File: src/rtl/hssl_rx_link_monitor.sv
// hssl_rx_link_monitor
// Receive-side link monitor sitting behind the GT in the rx_usrclk2 domain.
// Each 32-bit rx word is classified as idle (K28.5 in byte 0), data or
// error. A run of SYNC_CNT clean idles brings the link up. While up, data
// words are forwarded one cycle later. Too many errors inside one window,
// a hunt timeout, or loss of the GT reset-done drops the link. The first
// two cases also pulse rx_reset_datapath_out.
//
// Optional feature macro: HSSL_RX_MON_ERR_CNT_EN
//   When defined, the block adds err_cnt_out, a saturating count of error
//   words seen while the link is up. Only reset_in clears it.
//
// Output handshake: vld_out qualifies dat_out for exactly one cycle per
// forwarded word. There is no ready/backpressure, so the consumer must
// accept every cycle in which vld_out is high. dat_out holds its last
// value while vld_out is low.
//
// state_dbg mirrors the FSM state: 0 RESET_WAIT, 1 HUNT, 2 UP, 3 LOST.

module hssl_rx_link_monitor #(
    parameter int SYNC_CNT     = 64,
    parameter int HUNT_TIMEOUT = 65536,
    parameter int ERR_WIN      = 1024,
    parameter int ERR_THR      = 8,
    parameter int RST_PULSE    = 16
) (
    input  logic        clk_in,
    input  logic        reset_in,
    input  logic [31:0] rx_data_in,
    input  logic [3:0]  rx_charisk_in,
    input  logic [3:0]  rx_disperr_in,
    input  logic [3:0]  rx_encerr_in,
    input  logic        rx_reset_done_in,
    output logic        rx_reset_datapath_out,
    output logic        link_up_out,
    output logic [31:0] dat_out,
    output logic        vld_out,
`ifdef HSSL_RX_MON_ERR_CNT_EN
    output logic [15:0] err_cnt_out,
`endif
    output logic [1:0]  state_dbg
);

    // Counter widths. Each counter only has to hold its terminal value,
    // and every width is kept at least one bit.
    localparam int SYNC_W  = (SYNC_CNT     > 1) ? $clog2(SYNC_CNT)     : 1;
    localparam int TO_W    = (HUNT_TIMEOUT > 1) ? $clog2(HUNT_TIMEOUT) : 1;
    localparam int WIN_W   = (ERR_WIN      > 1) ? $clog2(ERR_WIN)      : 1;
    localparam int PULSE_W = (RST_PULSE    > 1) ? $clog2(RST_PULSE)    : 1;
    localparam int ERR_W   = $clog2(ERR_THR + 1);

    localparam logic [SYNC_W-1:0]  SYNC_LAST  = SYNC_W'(SYNC_CNT - 1);
    localparam logic [TO_W-1:0]    TO_LAST    = TO_W'(HUNT_TIMEOUT - 1);
    localparam logic [WIN_W-1:0]   WIN_LAST   = WIN_W'(ERR_WIN - 1);
    localparam logic [PULSE_W-1:0] PULSE_LAST = PULSE_W'(RST_PULSE - 1);
    localparam logic [ERR_W-1:0]   ERR_LIMIT  = ERR_W'(ERR_THR);

    typedef enum logic [1:0] {
        RESET_WAIT = 2'd0,
        HUNT       = 2'd1,
        UP         = 2'd2,
        LOST       = 2'd3
    } state_t;

    state_t              state;
    logic [SYNC_W-1:0]   sync_cnt;
    logic [TO_W-1:0]     to_cnt;
    logic [WIN_W-1:0]    win_cnt;
    logic [ERR_W-1:0]    err_cnt;
    logic [PULSE_W-1:0]  pulse_cnt;

    logic                byte_err;
    logic                is_idle;
    logic                is_data;
    logic                is_err;
    logic                win_wrap;
    logic [ERR_W-1:0]    err_base;
    logic [ERR_W-1:0]    err_next;
    logic                err_hit;

    assign state_dbg = state;

    // Classify the current rx word. Anything that is neither a clean idle
    // nor a clean data word counts as an error.
    always_comb begin
        byte_err = (|rx_disperr_in) | (|rx_encerr_in);
        is_idle  = !byte_err && (rx_charisk_in == 4'b0001) &&
                   (rx_data_in[7:0] == 8'hBC);
        is_data  = !byte_err && (rx_charisk_in == 4'b0000);
        is_err   = !is_idle && !is_data;
    end

    // Error count for the next cycle. On the wrap cycle a new window
    // starts, so an error in that cycle is the first of the new window.
    always_comb begin
        win_wrap = (win_cnt == WIN_LAST);
        err_base = win_wrap ? '0 : err_cnt;
        err_next = err_base + ERR_W'(is_err);
        err_hit  = (err_next == ERR_LIMIT);
    end

    // Link FSM with its counters and registered outputs.
    always_ff @(posedge clk_in) begin
        if (reset_in) begin
            state                 <= RESET_WAIT;
            sync_cnt              <= '0;
            to_cnt                <= '0;
            win_cnt               <= '0;
            err_cnt               <= '0;
            pulse_cnt             <= '0;
            rx_reset_datapath_out <= 1'b0;
            link_up_out           <= 1'b0;
            dat_out               <= '0;
            vld_out               <= 1'b0;
        end else begin
            case (state)
                RESET_WAIT: begin
                    link_up_out           <= 1'b0;
                    vld_out               <= 1'b0;
                    rx_reset_datapath_out <= 1'b0;
                    if (rx_reset_done_in) begin
                        state    <= HUNT;
                        sync_cnt <= '0;
                        to_cnt   <= '0;
                    end
                end

                HUNT: begin
                    if (!rx_reset_done_in) begin
                        // Losing the GT reset-done wins over the timeout.
                        state <= RESET_WAIT;
                    end else if (to_cnt == TO_LAST) begin
                        state                 <= LOST;
                        pulse_cnt             <= '0;
                        rx_reset_datapath_out <= 1'b1;
                    end else begin
                        to_cnt <= to_cnt + 1'b1;
                        if (is_idle) begin
                            if (sync_cnt == SYNC_LAST) begin
                                // The word that completes sync is not forwarded.
                                state       <= UP;
                                link_up_out <= 1'b1;
                                sync_cnt    <= '0;
                                win_cnt     <= '0;
                                err_cnt     <= '0;
                            end else begin
                                sync_cnt <= sync_cnt + 1'b1;
                            end
                        end else begin
                            sync_cnt <= '0;
                        end
                    end
                end

                UP: begin
                    if (!rx_reset_done_in) begin
                        // Drop quietly: the GT is already resetting itself.
                        state       <= RESET_WAIT;
                        link_up_out <= 1'b0;
                        vld_out     <= 1'b0;
                    end else if (err_hit) begin
                        state                 <= LOST;
                        link_up_out           <= 1'b0;
                        vld_out               <= 1'b0;
                        pulse_cnt             <= '0;
                        rx_reset_datapath_out <= 1'b1;
                    end else begin
                        win_cnt <= win_wrap ? '0 : win_cnt + 1'b1;
                        err_cnt <= err_next;
                        if (is_data) begin
                            dat_out <= rx_data_in;
                            vld_out <= 1'b1;
                        end else begin
                            vld_out <= 1'b0;
                        end
                    end
                end

                LOST: begin
                    // rx_reset_done_in is ignored until the pulse completes.
                    link_up_out <= 1'b0;
                    vld_out     <= 1'b0;
                    if (pulse_cnt == PULSE_LAST) begin
                        rx_reset_datapath_out <= 1'b0;
                        state                 <= RESET_WAIT;
                    end else begin
                        pulse_cnt <= pulse_cnt + 1'b1;
                    end
                end

                default: begin
                    state <= RESET_WAIT;
                end
            endcase
        end
    end

`ifdef HSSL_RX_MON_ERR_CNT_EN
    // Saturating lifetime count of error words seen while the link is up.
    always_ff @(posedge clk_in) begin
        if (reset_in) begin
            err_cnt_out <= '0;
        end else if ((state == UP) && is_err && (err_cnt_out != 16'hFFFF)) begin
            err_cnt_out <= err_cnt_out + 16'd1;
        end
    end
`endif

endmodule

File: config.mk
export PLATFORM = sky130hd
export DESIGN_NAME = hssl_rx_link_monitor
export DESIGN_NICKNAME = d
export VERILOG_FILES = /design/src/rtl/hssl_rx_link_monitor.sv
export SDC_FILE = /design/constraint.sdc
export NUM_CORES = 1
export LEC_CHECK = 0
export BUFFER_PORTS_ARGS = -buffer_cell sky130_fd_sc_hd__buf_2
export CORE_MARGIN = 4
export CORE_UTILIZATION = 45
export CTS_BUF_LIST = sky130_fd_sc_hd__clkbuf_4 sky130_fd_sc_hd__clkbuf_8 sky130_fd_sc_hd__clkbuf_16
export CTS_CLUSTER_DIAMETER = 30
export DETAILED_ROUTE_END_ITERATION = 16
export PLACE_DENSITY = 0.68
export SYNTH_ARGS = -nofsm -noshare
export SYNTH_HDL_FRONTEND = slang
export SYNTH_SLANG_ARGS = --single-unit
File: constraint.sdc
create_clock -name clk_in -period 8.96 [get_ports clk_in]
set_input_delay 0.896 -clock clk_in [delete_from_list [all_inputs] [get_ports clk_in]]
set_output_delay 0.896 -clock clk_in [all_outputs]
set_load 0.005 [all_outputs]
==> Yosys cells after proc, flatten, opt, wreduce, memory -nomap -nowiden <==
Cells that the tools add are included.
{ "op_classes": {"n_addsub": 5, "eq_ne": 24, "mux": 58, "bitwise": 2, "reduce_logical": 23} }
{ "op_table": {"columns": ["operator", "count"], "rows": [
  ["10-bit two-way mux", 7],
  ["16-bit two-way mux", 3],
  ["4-bit two-way mux", 12],
  ["16-bit case mux with 2 select lines", 1],
  ["6-bit two-way mux", 5],
  ["2-bit != test (second input constant)", 11],
  ["10-bit case mux with 2 select lines", 1],
  ["16-bit by 1-bit adder with 16-bit output (second input constant)", 1],
  ["16-bit equality test (second input constant)", 1],
  ["2-bit two-way mux", 8],
  ["5-bit AND reduction", 3],
  ["1-bit two-way mux", 14],
  ["4-bit case mux with 3 select lines", 1],
  ["6-bit case mux with 2 select lines", 1],
  ["10-bit by 1-bit adder with 10-bit output (second input constant)", 1],
  ["10-bit equality test (second input constant)", 1],
  ["4-bit equality test (second input constant)", 2],
  ["8-bit equality test (second input constant)", 1],
  ["4-bit != test (second input constant)", 2],
  ["2-bit case mux with 4 select lines", 1],
  ["4-bit case mux with 2 select lines", 1],
  ["4-bit AND reduction", 2],
  ["4-bit OR reduction", 2],
  ["7-bit AND reduction", 1],
  ["other kinds (21)", 29]
]} }
{ "word_totals": {"word_cells": 122, "output_inout_bits": 37, "ff_bits": 77} }

==> Depth between registers and ports, before layout <==
{ "logic_depth": {"depth_word": 12, "mapped_depth": 13, "mapped_depth_nobuf": 11} }

==> Least setup slack after synthesis <==
Ideal clock, no wire load.
{ "synth_path": {"kind": "in2reg", "start": "input rx_data_in[1]", "end": "register dat_out[6]", "arrival_time_ns": 3.465, "slack_ns": 5.367, "t_required_ns": 8.832, "path_stages": 11, "setup_ns": 0.128, "cell_sequence": "and4bb_2 -> nand4_2 -> a21o_1 -> ha_1 -> ha_1 -> xor2_1 -> or3_1 -> o311ai_2 -> buf_2 -> mux2i_1 -> nor2_1"} }
{ "synth_between": {"elab_chain_len": 8} }
{ "synth_rtl": {"columns": ["element", "line_no", "text"], "rows": [
  ["from (decl)", "29", "input logic [31:0] rx_data_in,"],
  ["8-bit equality test", "88", "(rx_data_in[7:0] == 8'hBC);"],
  ["1-bit logical AND", "87", "is_idle = !byte_err && (rx_charisk_in == 4'b0001) &&"],
  ["1-bit logical NOT", "90", "is_err = !is_idle && !is_data;"],
  ["1-bit logical AND", "90", null],
  ["4-bit by 1-bit adder with 4-bit output", "98", "err_next = err_base + ERR_W'(is_err);"],
  ["4-bit equality test", "99", "err_hit = (err_next == ERR_LIMIT);"],
  ["1-bit NOT (no line)", null, null],
  ["4-bit AND reduction (no line)", null, null],
  ["to (signal assigned)", "171", "dat_out <= rx_data_in;"],
  ["to (decl)", "36", "output logic [31:0] dat_out,"]
]} }
No other way between the ends.
A chain may end at the register's enable or synchronous reset.

==> Final worst setup path <==
{ "layout_path": {"start": "register win_cnt[0]", "end": "register win_cnt[4]"} }
{ "layout_between": {"elab_chain_len": 6, "elab_cells_between_ends": 11, "classes_between": "add/sub: 2; eq/ne: 3; mux: 5; reduce/logical: 1"} }
{ "layout_rtl": {"columns": ["element", "line_no", "text"], "rows": [
  ["from (decl)", "68", "logic [WIN_W-1:0] win_cnt;"],
  ["from (signal assigned)", "168", "win_cnt <= win_wrap ? '0 : win_cnt + 1'b1;"],
  ["10-bit equality test", "96", "win_wrap = (win_cnt == WIN_LAST);"],
  ["4-bit two-way mux", "97", "err_base = win_wrap ? '0 : err_cnt;"],
  ["4-bit by 1-bit adder with 4-bit output", "98", null],
  ["4-bit equality test", "99", null],
  ["2-bit != test (no line)", null, null],
  ["7-bit AND reduction (no line)", null, null]
]} }
Parallel ways exist; a longest one is shown, timed or not. The select of a mux whose other input is x is not followed.

==> flow_metrics.env <==
export IMPL_outcome="finished clean"
export IMPL_htreeDepth=3
export IMPL_dp_hpwl_mm=7.01
export IMPL_nFillCells=782
export IMPL_area_growth_pct=17.8
export IMPL_avgViaCountPerCell=5.71
export IMPL_fin_worst_skew_ns=0.0110
export IMPL_crit_path_frequent_cell="ha_1"
export IMPL_clock_sinks=77
export IMPL_synth_xor_area_frac=0.0226
export IMPL_async_flop_share=0
export IMPL_crit_arrival_ns=4.31
export IMPL_setup_viol=0
export IMPL_hold_start="rx_reset_datapath_out$_SDFFE_PP0P_"
export IMPL_cts_buffer_depth=2
export IMPL_die_y_um=101
export IMPL_fin_tns_setup_ns=0
export IMPL_cts_tree="yes"
export IMPL_cts_resized=0
export IMPL_port_buffers=83
export IMPL_initial_core_util=0.467
export IMPL_r2r_slack_ns=4.90
export IMPL_antennaDiodeCount=0
export IMPL_period_share=0.454
export IMPL_yosys_top_cells_area="dfxtp_1 40%, mux2i_1 8.8%, nor2_1 5.0%, a21oi_1 3.9%, ha_1 3.5%"
export IMPL_yosysUniqueCellTypes=56
export IMPL_synth_top_family_by_area="simple AND/OR/NAND/NOR gates"
export IMPL_synth_flop_cell="dfxtp_1"
export IMPL_drv_slew=0
export IMPL_grt_max_degree=53
export IMPL_clock_power_share=0.299
export IMPL_rr_startpoint="win_cnt[0]$_SDFFE_PP0P_"
export IMPL_first_iter_violations=149
export IMPL_ant_nets=0
export IMPL_p_int_mw=0.543
export IMPL_cts_root_buf="clkbuf_8"
export IMPL_finalCriticalPeriod_ns=4.06
export IMPL_muxShareOfSynthArea=0.0878
export IMPL_wl_mm=9.58
export IMPL_synthCells=435
export IMPL_fmax_mhz=246
export IMPL_path_cells="ha_1 -> nand4_1 -> or3_1 -> and2_1 -> ha_1 -> ha_1 -> xor2_1 -> or3_1 -> o41ai_2 -> o311ai_0 -> o41ai_1"
export IMPL_ioPinCount=84
export IMPL_synth_compound_area_share=0.188
export IMPL_yosysSeqAreaShare=0.398
export IMPL_cp_required_ns=9.20
export IMPL_die_w_um=101
export IMPL_routedWlPerCell_um=15.4
export IMPL_crit_fanout=15
export IMPL_combPwrFrac=0.275
export IMPL_vias=3553
export IMPL_dieArea_um2=10200
export IMPL_cp_top_family="compound AO/OA/AOI/OAI gates"
export IMPL_power_switching_mw=0.312
export IMPL_synth_top_area_cell="dfxtp_1"
export IMPL_worstSetupEndpointType="flop"
export IMPL_grt_ovfl_total=0
export IMPL_cts_setup_buffers=0
export IMPL_switching_share=0.365
export IMPL_antenna_found_initial=0
export IMPL_worst_setup_path_start_kind="flop"
export IMPL_gp_congestion=0.861
export IMPL_avgSynthCellArea_um2=8.91
export IMPL_power_frac_seq=0.426
export IMPL_hold_path_class="flop to flop"
export IMPL_syn_nets=493
export IMPL_cp_slowest_cell="o41ai_2"
export IMPL_r2r_end="win_cnt[4]$_SDFFE_PP0P_"
export IMPL_drc=0
export IMPL_grt_pass1_vias=3331
export IMPL_synth_area_um2=3880
export IMPL_min_path_cells=2
export IMPL_clk_latency_ns=0.36
export IMPL_layout_drive_gt1_share=0.224
export IMPL_ctsHoldBuffers=0
export IMPL_cts_clk_slew_worst_paths_ns=0.09
export IMPL_crit_type="flop to flop"
export IMPL_cp_num_buf_inv=0
export IMPL_fp_row_count=33
export IMPL_numCtsBuffers=9
export IMPL_grt_util_all_layers=0.185
export IMPL_synth_seq_cells=77
export IMPL_dr_pass1_iters=4
export IMPL_power_mw=0.856
export IMPL_yosysTopAreaCellShare=0.398
export IMPL_drv_cap=0
export IMPL_core_area_um2=8300
export IMPL_rsz0062_at_grt="no"
export IMPL_synthAdderAreaFrac=0.0355
export IMPL_yosys_warnings=0
export IMPL_synth_enable_flop_cells=0
export IMPL_grt_pass1_wl_mm=15.5
export IMPL_min_to="rx_reset_datapath_out$_SDFFE_PP0P_"
export IMPL_tightest_slew_ns=1.14
export IMPL_hold_violations=0
export IMPL_slew_headroom=0.229
export IMPL_synth_simple_area_share=0.231
export IMPL_power_density_nw_per_um2=187
export IMPL_reg2regPathDepth=11
export IMPL_max_stage_delay_ns=1.01
export IMPL_peakVddDrop_uv=71.1
export IMPL_nets=570
export IMPL_leakagePower_nw=2.00
## sequential cells by signal, summed over array words and instances (netlist names)
signal                 flops
link_up_out                1
err_cnt                    4
sync_cnt                   6
dat_out                   32
to_cnt                    16
state_dbg                  2
vld_out                    1
rx_reset_datapath_out      1
win_cnt                   10
pulse_cnt                  4
## final cells by class
type | count | area, um2 | share of cell area
flip-flops and latches | 77 | 1540 | 0.338
repair buffers | 87 | 445 | 0.0975
inverters | 13 | 48.8 | 0.0107
multi-input cells | 324 | 2210 | 0.484
well taps | 105 | 131 | 0.0288
clock inverters | 6 | 52.6 | 0.0115
clock buffers | 10 | 138 | 0.0301
## Yosys cell counts, types with 5 or more instances
| library cell | count |
|---|---|
| nand2_1 | 23 |
| a21oi_1 | 30 |
| o21ai_0 | 16 |
| a31oi_1 | 6 |
| nor3_1 | 8 |
| buf_2 | 7 |
| nand3_1 | 22 |
| clkbuf_1 | 12 |
| a211oi_1 | 6 |
| nand4_1 | 8 |
| or3_1 | 7 |
| o31ai_1 | 14 |
| mux2i_1 | 34 |
| a21o_1 | 5 |
| o41ai_1 | 5 |
| ha_1 | 11 |
| dfxtp_1 | 77 |
| nor2_1 | 52 |
| inv_1 | 13 |
| or4_1 | 9 |
| xnor2_1 | 7 |
## placed cells by master (no fill, tap or decap), drive strengths merged, types with 3 or more instances in the layout
master  netlist  layout
nand4b        3       3
clkbuf       12      10
dfxtp        77      77
and3          4       4
a211oi        6       6
a21oi        30      30
xnor2         7       7
nand3        23      23
o41ai         5       5
a21o          5       5
a41oi         3       3
nand4         9       9
or4           9       9
or3           7       7
nor4          6       6
nor2         52      52
o21ai        17      17
a31oi         6       6
and2          4       4
a311oi        4       4
nand2        23      23
mux2i        34      34
xor2          3       3
ha           11      11
nor3          8       8
o31ai        14      14
nor2b         3       3
buf           9      87
inv          13      17
## per-layer routing
layer  part of all wire  global-route usage
met1               0.44               0.232
met2               0.51               0.315
met3              0.031              0.0374
met4              0.011              0.0663
met5                  0                   0
## stage by stage
step,setup WS [ns],area (um2),hold slack (ns),utilization,instances
floorplan,5.37,3880,0.446,-,435
global placement,4.89,4380,0.459,0.527,606
detailed placement,4.74,4380,0.464,0.527,606
CTS,4.94,4570,0.475,0.550,622
global route,4.60,4570,0.494,0.550,622
finish,4.90,4570,0.471,0.550,622
## worst max-delay path by stage
| stage | start | end | slack, ns | cells past startpoint |
|---|---|---|---|---|
| CTS | win_cnt[0]$_SDFFE_PP0P_ | win_cnt[4]$_SDFFE_PP0P_ | 4.94 | 11 |
| global placement | rx_data_in[1] | win_cnt[1]$_SDFFE_PP0P_ | 4.89 | 11 |
| global route | win_cnt[0]$_SDFFE_PP0P_ | win_cnt[4]$_SDFFE_PP0P_ | 4.60 | 11 |
| finish | win_cnt[0]$_SDFFE_PP0P_ | win_cnt[4]$_SDFFE_PP0P_ | 4.90 | 11 |
| floorplan | rx_data_in[1] | dat_out[6]$_SDFFE_PP0P_ | 5.37 | 11 |
| detailed placement | rx_data_in[1] | win_cnt[4]$_SDFFE_PP0P_ | 4.74 | 11 |
## power by group through the flow
stage               logic [mW]  clock network [mW]  registers [mW]
global route             0.259               0.273           0.367
global placement         0.228                   0           0.372
floorplan                0.169                   0           0.371
detailed placement       0.233                   0           0.372
CTS                      0.234               0.263           0.364
finish                   0.236               0.256           0.364
## tightest hold or removal path: stages (launching register included)
cell,delay [ns]
dfxtp_1,0.32
o31ai_1,0.06
a21oi_1,0.06
## cell families (layout without fill, tap and decap cells)
logic type / count (synthesis) / in the layout
DFF: 77 / 77
muxes: 34 / 34
AOI/OAI and AO/OA: 106 / 106
adders and majority gates: 11 / 11
xor gates and xnor gates: 10 / 10
buffers and inverters: 34 / 116
and+or+nand+nor: 163 / 163
No activity file was read; power rests on OpenSTA's default activity.
